--- src/rtl/piso_pkg.sv ---
// Shared types and defaults for the PISO select serializer.
package piso_pkg;

  typedef enum logic [1:0] {
    IDLE   = 2'd0,
    SHIFT  = 2'd1,
    PARITY = 2'd2
  } state_e;

  localparam int unsigned DEFAULT_WIDTH = 8;

endpackage

--- src/rtl/sel_bit_mux.sv ---
// Combinational WIDTH:1 bit mux: picks data[sel].
module sel_bit_mux #(
  parameter  int unsigned WIDTH = 8,
  localparam int unsigned SEL_W = $clog2(WIDTH)
) (
  input  logic [WIDTH-1:0] data,
  input  logic [SEL_W-1:0] sel,
  output logic             bit_o
);

  always_comb begin
    bit_o = data[sel];
  end

endmodule

--- src/rtl/piso_sel_serializer.sv ---
// Parallel-in/serial-out stage that drives the 8:1 mux select and emits data[sel] LSB first.
// Optional macro SERIAL_PARITY_EN appends one even-parity beat after the data bits.
module piso_sel_serializer
  import piso_pkg::*;
#(
  parameter  int unsigned WIDTH = DEFAULT_WIDTH,
  localparam int unsigned SEL_W = $clog2(WIDTH)
) (
  input  logic             clk,
  input  logic             rst_n,
  input  logic             load_valid,
  input  logic [WIDTH-1:0] load_data,
  output logic             load_ready,
  input  logic             ser_ready,
  output logic             ser_valid,
  output logic             ser_out,
  output logic             ser_last,
  output logic [SEL_W-1:0] sel,
  output logic             busy
);

  localparam logic [SEL_W-1:0] SEL_MAX = SEL_W'(WIDTH - 1);

  state_e             state_q, state_d;
  logic [SEL_W-1:0]   sel_q, sel_d;
  logic [WIDTH-1:0]   data_q, data_d;
  logic               mux_bit;

  sel_bit_mux #(.WIDTH(WIDTH)) u_sel_bit_mux (
    .data  (data_q),
    .sel   (sel_q),
    .bit_o (mux_bit)
  );

  always_ff @(posedge clk or negedge rst_n) begin
    if (!rst_n) begin
      state_q <= IDLE;
      sel_q   <= '0;
      data_q  <= '0;
    end else begin
      state_q <= state_d;
      sel_q   <= sel_d;
      data_q  <= data_d;
    end
  end

  always_comb begin
    ser_valid = 1'b0;
    ser_out   = 1'b0;
    ser_last  = 1'b0;
    unique case (state_q)
      SHIFT: begin
        ser_valid = 1'b1;
        ser_out   = mux_bit;
`ifdef SERIAL_PARITY_EN
        ser_last  = 1'b0;
`else
        ser_last  = (sel_q == SEL_MAX);
`endif
      end
      PARITY: begin
        ser_valid = 1'b1;
        ser_out   = ^data_q;
        ser_last  = 1'b1;
      end
      default: ;
    endcase
  end

  always_comb begin
    busy       = (state_q != IDLE);
    sel        = sel_q;
    load_ready = (state_q == IDLE) | (ser_valid & ser_ready & ser_last);
  end

  // A load on the final-beat handshake overrides the return to IDLE, so words chain with no gap.
  always_comb begin
    state_d = state_q;
    sel_d   = sel_q;
    data_d  = data_q;
    unique case (state_q)
      SHIFT: begin
        if (ser_ready) begin
          if (sel_q == SEL_MAX) begin
`ifdef SERIAL_PARITY_EN
            state_d = PARITY;
`else
            state_d = IDLE;
`endif
          end else begin
            sel_d = sel_q + 1'b1;
          end
        end
      end
      PARITY: begin
        if (ser_ready) state_d = IDLE;
      end
      default: ;
    endcase
    if (load_valid && load_ready) begin
      data_d  = load_data;
      sel_d   = '0;
      state_d = SHIFT;
    end
  end

endmodule
--- config.mk ---
export PLATFORM = sky130hd
export DESIGN_NAME = piso_sel_serializer
export DESIGN_NICKNAME = d
export VERILOG_FILES = /design/src/rtl/piso_pkg.sv /design/src/rtl/sel_bit_mux.sv /design/src/rtl/piso_sel_serializer.sv
export SDC_FILE = /design/constraint.sdc
export NUM_CORES = 1
export LEC_CHECK = 0
export ABC_AREA = 1
export CAP_MARGIN = 20
export CORE_UTILIZATION = 40
export DETAILED_ROUTE_END_ITERATION = 8
export MAX_ROUTING_LAYER = met4
export PLACE_DENSITY = 0.72
export SYNTH_ARGS = -nofsm -noshare
export SYNTH_HDL_FRONTEND = slang
export SYNTH_SLANG_ARGS = --single-unit
--- constraint.sdc ---
create_clock -name clk -period 1.3 [get_ports clk]
set_input_delay 0.26 -clock clk [delete_from_list [all_inputs] [get_ports clk]]
set_output_delay 0.26 -clock clk [all_outputs]
set_load 0.005 [all_outputs]
* Word level (Yosys, flattened, before mapping) *
Index checks and enable logic that the tools add are counted.

cells by class
  multipliers = 0
  divide/modulo/power cells = 0
  mux-type cells = 14
  $lt $le $gt $ge = 1
  bitwise logic cells = 3
  eq/ne operators = 7
  reductions and logical operators = 10
  $add $sub $neg = 1
  shifts and indexed selects = 0

operators by type and width
  cell                                                                   number
  3-bit two-way mux                                                      4
  3-bit != test, second input constant                                   3
  2-bit two-way mux                                                      4
  8-bit parity                                                           1
  2-bit nonzero test                                                     3
  3-bit by 4-bit < comparator with 1-bit output, second input constant   1
  1-bit case mux with 2 select lines                                     2
  2-bit case mux with 2 select lines                                     1
  4-bit AND reduction                                                    1
  3-bit by 1-bit adder with 3-bit output, second input constant          1
  1-bit binary-select mux with 3-bit select                              1
  3-bit equality test, second input constant                             1
  3-bit AND reduction                                                    1
  3-bit nonzero test                                                     1
  1-bit bitwise AND                                                      2
  2-bit by 1-bit equality test with 1-bit output, second input constant  1
  2-bit equality test, second input constant                             1
  2-bit zero test                                                        1
  1-bit two-way mux                                                      2
  2-bit by 1-bit != test with 1-bit output, second input constant        1
  2-bit OR reduction                                                     1
  1-bit logical AND                                                      1
  1-bit bitwise OR                                                       1

storage, ports and cells
  memories = 0
  output and inout port bits = 8
  latch bits = 0
  register bits after elaboration = 13
  memory bits (writable) = 0
  input port bits = 12
  ROM bits = 0

* Longest topological paths before layout *
Gate-level depths: netlist of run 1.

  depth in word-level cells = 9
  mapped depth = 8
  depth with buffers taken out = 7

* Cells and area by module *
From an unflattened synthesis of run 1, not the netlist that was laid out.

second synthesis, totals
  cell total of the unflattened synthesis = 94
  area total of the unflattened synthesis = 685.7 µm²

by module, submodules not included
  module               area each (µm²)  cells an instance  instances
  piso_sel_serializer  575.6            66                 1
  sel_bit_mux          110.1            28                 1

* Worst setup path after synthesis of run 1 *
OpenSTA, ideal clock, no wires.

  kind = flip-flop to flip-flop
  from = register sel_q[0], in the netlist sel[0]
  to = register data_q[1]
  path slack = -149 ps
  arrival time = 1376 ps
  data required time = 1227 ps
  stages on the path, launching flop included = 9
  cell sequence = dfrtp_1 ha_1 ha_1 nor2_4 nor2_4 nand2_4 buf_12 nor2_2 a21oi_2

between the ends
  word-level cells in the longest chain between the ends = 5

RTL lines
  what                                line                        RTL
  start, declared                     piso_sel_serializer.sv:25   logic [SEL_W-1:0] sel_q, sel_d;
  start signal, assigned              piso_sel_serializer.sv:42   sel_q <= sel_d;
  3-bit equality test                 piso_sel_serializer.sv:58   ser_last = (sel_q == SEL_MAX);
  1-bit case mux with 2 select lines  piso_sel_serializer.sv:51   unique case (state_q)
  1-bit bitwise AND                   piso_sel_serializer.sv:73   load_ready = (state_q == IDLE) | (ser_valid & ser_ready & ser_last);
  1-bit bitwise OR                    piso_sel_serializer.sv:73
  via load_ready                      piso_sel_serializer.sv:13   output logic load_ready,
  1-bit logical AND                   piso_sel_serializer.sv:100  if (load_valid && load_ready) begin
  end signal, assigned                piso_sel_serializer.sv:43   data_q <= data_d;
  end, declared                       piso_sel_serializer.sv:26   logic [WIDTH-1:0] data_q, data_d;

The timed path passes the listed nets, and every way through them passes these cells.
A chain may end at the register's enable or synchronous reset.

* Final worst setup path of run 1 *
  from = register sel_q[0], in the netlist sel[0]
  to = output ser_out

between the ends
  word-level cells in the longest chain between the ends = 3

RTL lines
  what                                       line                       RTL
  1-bit binary-select mux with 3-bit select  sel_bit_mux.sv:12          bit_o = data[sel];
  1-bit two-way mux (not written as such)    sel_bit_mux.sv:12
  1-bit case mux with 2 select lines         piso_sel_serializer.sv:51
  end, declared                              piso_sel_serializer.sv:16  output logic ser_out,

No other way between the ends. The select of a mux whose other input is x is not followed.

==> flow_summary.toml, run 1 <==
[die]
io_pins = 20
rows = 14
dieArea_mm2 = 0.00186
initial_utilization = 0.438
core-area_mm2 = 0.00154
die_h_um = 43.1
die_w_um = 43.1

[cells_and_area]
postLayoutCellArea_mm2 = 0.00125
n_antenna_cell = 0
utilization = 0.813
layout_commonest_cell = "buf_4"
drive_gt1_frac = 0.560
layout_common_cells = "buf_4 (17), nand2_1 (13), nor2_4 (12), inv_1 (12)"
syn_to_final_growth_pct = 85.6
fillers = 85
nNetsFinal = 141

[sta]
slew_headroom = 0.724
finalCritPeriodShare = 1.31
post-route-min-period_ns = 1.70
rsz0062_at_grt = "true"
finalClockSkew_ns = 0.000673
fmax_mhz = 587
setup_tns_ns = -2.71
worst_slew_pin_slew_ns = 0.412
fin_ws_ns = -0.404
hold_viol = 0
drv_slew = 0
setup_viol = 16

[setup_path]
cp_data_arrival_time_ns = 1.44
critPathMaxFanout = 6
end_kind = "primary output"
crit_family = "flip-flops"
timing.rr.end = "data_q[3]$_DFFE_PN0P_"
worst-setup-path-type = "reg -> out"
rrSetupSlack_ns = -0.16
worst-r2r-cell-count = 8
slowest_stage = "dfrtp_2"
cp_data_required_time_ns = 1.04
r2r-start = "sel[1]$_DFFE_PN0P_"
path_cells = "buf_6 > inv_8 > nand2_2 > nand3_2 > nand2_1 > nor2_1 > nor2_1 > buf_2"
cpPeakStageDelay_ns = 0.44
path_common_cell = "nor2_1"
cp-start-kind = "register"
cp_num_buf_inv = 3

[min_path]
hold_class = "in -> async"

[global_routing]
grt_max_degree = 13
grt_usage = 0.238
first_global_vias = 720
gr-total-overflow = 0
antenna_found_initial = 0
grt_pass1_wl_um = 3090

[placed_design]
place_hpwl_um = 1050
place_ws_ns = -0.417
placed_area_mm2 = 0.00101
place.port_buffers = 19
gp_congestion = 0.826

[detailed_routing]
drt-initial-drc-count = 8
num_vias = 687
vias_per_cell = 4.87
ant_nets = 0
route.detailed.drc = 0
drt-wirelength-per-cell_um = 15.0
drt_first_pass_iters = 4
routed_wl_um = 2120

[clocking]
cts_max_level = 1
numCtsBuffers = 3
clk_pin_slew_worst_paths_ns = 0.07
clk_latency_ns = 0.29
clock-sinks = 12
cts_tree = "done"
cts_buffer_depth = 2
root_buffer = "clkbuf_4"
cts_hold_buf = 0

[yosys]
netlist_instances = 79
synth.distinct_cells = 15
yosysWarnings = 0
synth_area_per_cell_um2 = 8.55
ys_seq_area_frac = 0.444
synth_seq_cells = 12
synth_area_um2 = 676
synth_nets = 93

[flow_run]
cap_violations = 0

[power_and_ir_drop]
power.density_mw_per_mm2 = 1880
power.total_w = 0.00236
ir_worst_vdd_mv = 1.24
leakagePower_nw = 0.593

[outcome]
violations = "setup timing"
status = "complete, but fails checks"
[kinds of logic after synthesis]
family          share of synthesized area
flops                               0.444
buf+inv                             0.130
simple gates                        0.256
fa+ha+maj                          0.0370
compound gates                      0.133
[cell type report]
cell class / instances / area [um^2] / share of cell area
Timing Repair Buffer: 44 / 395 / 0.315
Tap cell: 16 / 20.0 / 0.0160
Sequential cell: 12 / 302 / 0.241
Clock buffer: 3 / 22.5 / 0.0180
Inverter: 16 / 70.1 / 0.0559
Multi-Input combinational cell: 50 / 444 / 0.354
[timing repair]
action / CTS / global route
endpoints found under the hold margin: 0 / 0
gates cloned: 1 / 0
gates resized for setup: 58 / 15
endpoints found under the setup margin: 19 / 16
pin swaps: 8 / 6
buffers inserted: 10 / 3
[sequential cells by signal, summed over array words and instances (netlist names)]
signal   count
sel          3
state_q      1
data_q       8
[layer usage]
| layer | GRT usage | vias up | wire length, um |
|---|---|---|---|
| li1 | - | 336 | - |
| met1 | 0.286 | 322 | 913 |
| met2 | 0.379 | 20 | 1040 |
| met3 | 0.0426 | 9 | 90 |
| met4 | 0.121 | 0 | 72 |
| met5 | - | - | 0 |
[power by group]
| part | switching (W) | leakage (nW) | internal, W | total, W |
|---|---|---|---|---|
| registers | 0.0000777 | 0.128 | 0.000528 | 0.000605 |
| logic | 0.000688 | 0.451 | 0.000817 | 0.00151 |
| clock network | 0.000137 | 0.0138 | 0.000108 | 0.000245 |
[per-stage QoR]
stage | hold WS (ns) | cells
after detailed placement | 0.580 | 129
after CTS | 0.274 | 140
final | 0.267 | 141
after floorplan | -0.0356 | 79
after global placement | 0.574 | 129
after global routing | 0.294 | 141
[worst max-delay path by stage]
stage / start / endpoint / slack [ns] / cells past startpoint
finish: sel[0]$_DFFE_PN0P_ / ser_out / -0.40 / 8
global route: sel[0]$_DFFE_PN0P_ / ser_out / -0.44 / 8
CTS: sel[0]$_DFFE_PN0P_ / ser_out / -0.31 / 8
detailed placement: sel[0]$_DFFE_PN0P_ / load_ready / -0.42 / 5
global placement: sel[0]$_DFFE_PN0P_ / ser_out / -0.37 / 7
floorplan: sel[0]$_DFFE_PN0P_ / data_q[2]$_DFFE_PN0P_ / -0.11 / 8
[cells in the mapped netlist]
library cell   n  area (um^2)
inv_1         15         56.3
nand2_1       15         56.3
dfrtp_1       12          300
nor2_1         9         33.8
a21oi_2        8         70.1
nand3_1        5         25.0
nor2_4         3         33.8
o21ai_0        3         15.0
ha_1           2         25.0
nor2_2         2         12.5
a21oi_1        1         5.00
buf_12         1         20.0
buf_4          1         7.51
inv_2          1         3.75
nand2_4        1         11.3
Note: power is estimated with default switching activity, not from simulation.
==> run 2, diff against run 1 <==
--- a/config.mk
+++ b/config.mk
@@ -9,6 +9,7 @@
 export CAP_MARGIN = 20
 export CORE_UTILIZATION = 40
 export DETAILED_ROUTE_END_ITERATION = 8
+export GPL_TIMING_DRIVEN = 0
 export MAX_ROUTING_LAYER = met4
 export PLACE_DENSITY = 0.72
 export SYNTH_ARGS = -nofsm -noshare
==> run 2 against run 1 <==
Compared with the run above: the flow still finishes with violations (setup timing); highest routed layer unchanged; cell count decreased by 7.8%; hold slack better by 0.061 ns; clock power shrank 2%; critical path type unchanged; count of clock-buffer cells in the layout unchanged; cell area down 9.2%.
==> flow_summary.toml, run 2 (synthesis gave the netlist of run 1 again) <==
[detailed_routing]
drt-wirelength-per-cell_um = 13.9
routed_wl_um = 1800
ant_nets = 0
num_vias = 654
vias_per_cell = 5.03
drt_first_pass_iters = 4
drt-initial-drc-count = 10
route.detailed.drc = 0

[setup_path]
slowest_stage = "dfrtp_2"
worst-setup-path-type = "reg -> out"
path_cells = "buf_6 > buf_6 > nand2_1 > nand3_1 > nand2_1 > nor2_2 > nor2_2 > buf_2"
critPathMaxFanout = 3
r2r-start = "sel[0]$_DFFE_PN0P_"
cpPeakStageDelay_ns = 0.44
cp_data_arrival_time_ns = 1.48
timing.rr.end = "data_q[2]$_DFFE_PN0P_"
cp_data_required_time_ns = 1.04
end_kind = "primary output"
rrSetupSlack_ns = -0.23
cp-start-kind = "register"
worst-r2r-cell-count = 9

[cells_and_area]
seqCellArea_um2 = 303
utilization = 0.739
largest_reg_flops = 8
layout_common_cells = "inv_1 (13), nand2_1 (12), clkdlybuf4s50_1 (12), dfrtp_1 (10)"
n_antenna_cell = 0
syn_to_final_growth_pct = 68.5
layout_commonest_cell = "inv_1"
fillers = 106
largest_register = "data_q"
nNetsFinal = 130
postLayoutCellArea_mm2 = 0.00114
multi_input_area_um2 = 385
drive_gt1_frac = 0.500

[global_routing]
grt_max_degree = 13
gr-total-overflow = 0
antenna_found_initial = 0
grt_usage = 0.210
first_global_vias = 614
grt_pass1_wl_um = 2760

[clocking]
cts_buffer_depth = 2
root_buffer = "clkbuf_4"
clock-sinks = 12
cts_tree = "done"
clk_latency_ns = 0.28
numCtsBuffers = 3
cts_max_level = 1
clk_pin_slew_worst_paths_ns = 0.07

[sta]
setup_viol = 15
finalCritPeriodShare = 1.34
hold_viol = 0
rsz0062_at_grt = "true"
worst_slew_pin_slew_ns = 0.543
fmax_mhz = 575
fin_ws_ns = -0.439
drv_slew = 0
slew_headroom = 0.637
finalClockSkew_ns = 0.000873
post-route-min-period_ns = 1.74

[die]
initial_utilization = 0.438
io_pins = 20
die_h_um = 43.1
rows = 14
dieArea_mm2 = 0.00186
die_w_um = 43.1
core-area_mm2 = 0.00154

[placed_design]
place.port_buffers = 19
placed_area_um2 = 915
gp_congestion = 0.773
place_hpwl_um = 969

[outcome]
violations = "setup timing"
status = "complete, but fails checks"

[min_path]
hold_class = "in -> async"

[power_and_ir_drop]
ir_worst_vdd_mv = 0.956
power.total_w = 0.00198
leakagePower_nw = 0.542
power.density_mw_per_mm2 = 1740

[flow_run]
cap_violations = 0
==> run 2: cell types whose count changed in the layout (fill, tap and decap cells not counted), sizes merged <==
cell / previous run / this run
buf: 29 / 18
dlygate4sd2: 0 / 2
clkdlybuf4s15: 3 / 1
nand2: 17 / 16
clkdlybuf4s50: 11 / 12
==> run 2: repair_timing <==
action / 4_1_cts / 5_1_grt
gates cloned: 1 / 0
gates resized for setup: 44 / 10
setup endpoints to repair: 19 / 16
endpoints found under the hold margin: 0 / 0
setup buffers: 11 / 1
pin swaps: 10 / 7
hold buffers: 0 / 0
==> run 2: worst max-delay path by stage <==
stage	slack, ns	start	to
floorplan	-0.11	sel[0]$_DFFE_PN0P_	data_q[2]$_DFFE_PN0P_
global placement	-0.48	sel[0]$_DFFE_PN0P_	load_ready
CTS	-0.34	sel[0]$_DFFE_PN0P_	ser_out
global route	-0.47	sel[0]$_DFFE_PN0P_	ser_out
detailed placement	-0.48	sel[0]$_DFFE_PN0P_	load_ready
finish	-0.44	sel[0]$_DFFE_PN0P_	ser_out
==> run 2: worst max-delay path, delay by kind of cell, from the launching register on <==
kind          cells  cell delay, ns
simple gates      5            0.39
flops             1            0.44
buf+inv           3            0.37
==> run 2: metrics by stage <==
step | hold slack (ns) | setup WS, ns | TNS (ns) | instances
after floorplan | -0.0356 | -0.114 | -0.683 | 79
after global placement | 0.491 | -0.480 | -2.89 | 114
after detailed placement | 0.501 | -0.482 | -3.06 | 114
after CTS | 0.351 | -0.341 | -2.51 | 129
after global routing | 0.378 | -0.469 | -3.97 | 130
final | 0.329 | -0.439 | -3.45 | 130
==> run 2: area by class of cell <==
class	count	area share
Sequential cell	12	0.266
Buffer	2	0.0242
Inverter	16	0.0571
Clock buffer	3	0.0198
Multi-Input combinational cell	49	0.338
Tap cell	16	0.0176
Timing Repair Buffer	32	0.277
==> run 2: routing by layer <==
metal / track usage / part of all wire / vias up
li1: - / - / 311
met3: 0.0340 / 0.048 / 2
met5: - / 0 / -
met4: 0.0788 / 0.012 / 0
met2: 0.322 / 0.54 / 21
met1: 0.277 / 0.40 / 320
==> run 2: where the power goes <==
part	leakage [nW]	switching [W]	internal, W
combinational	0.401	0.000564	0.000560
clock	0.0138	0.000132	0.000108
sequential	0.127	0.0000864	0.000530
total	0.542	0.000782	0.00120
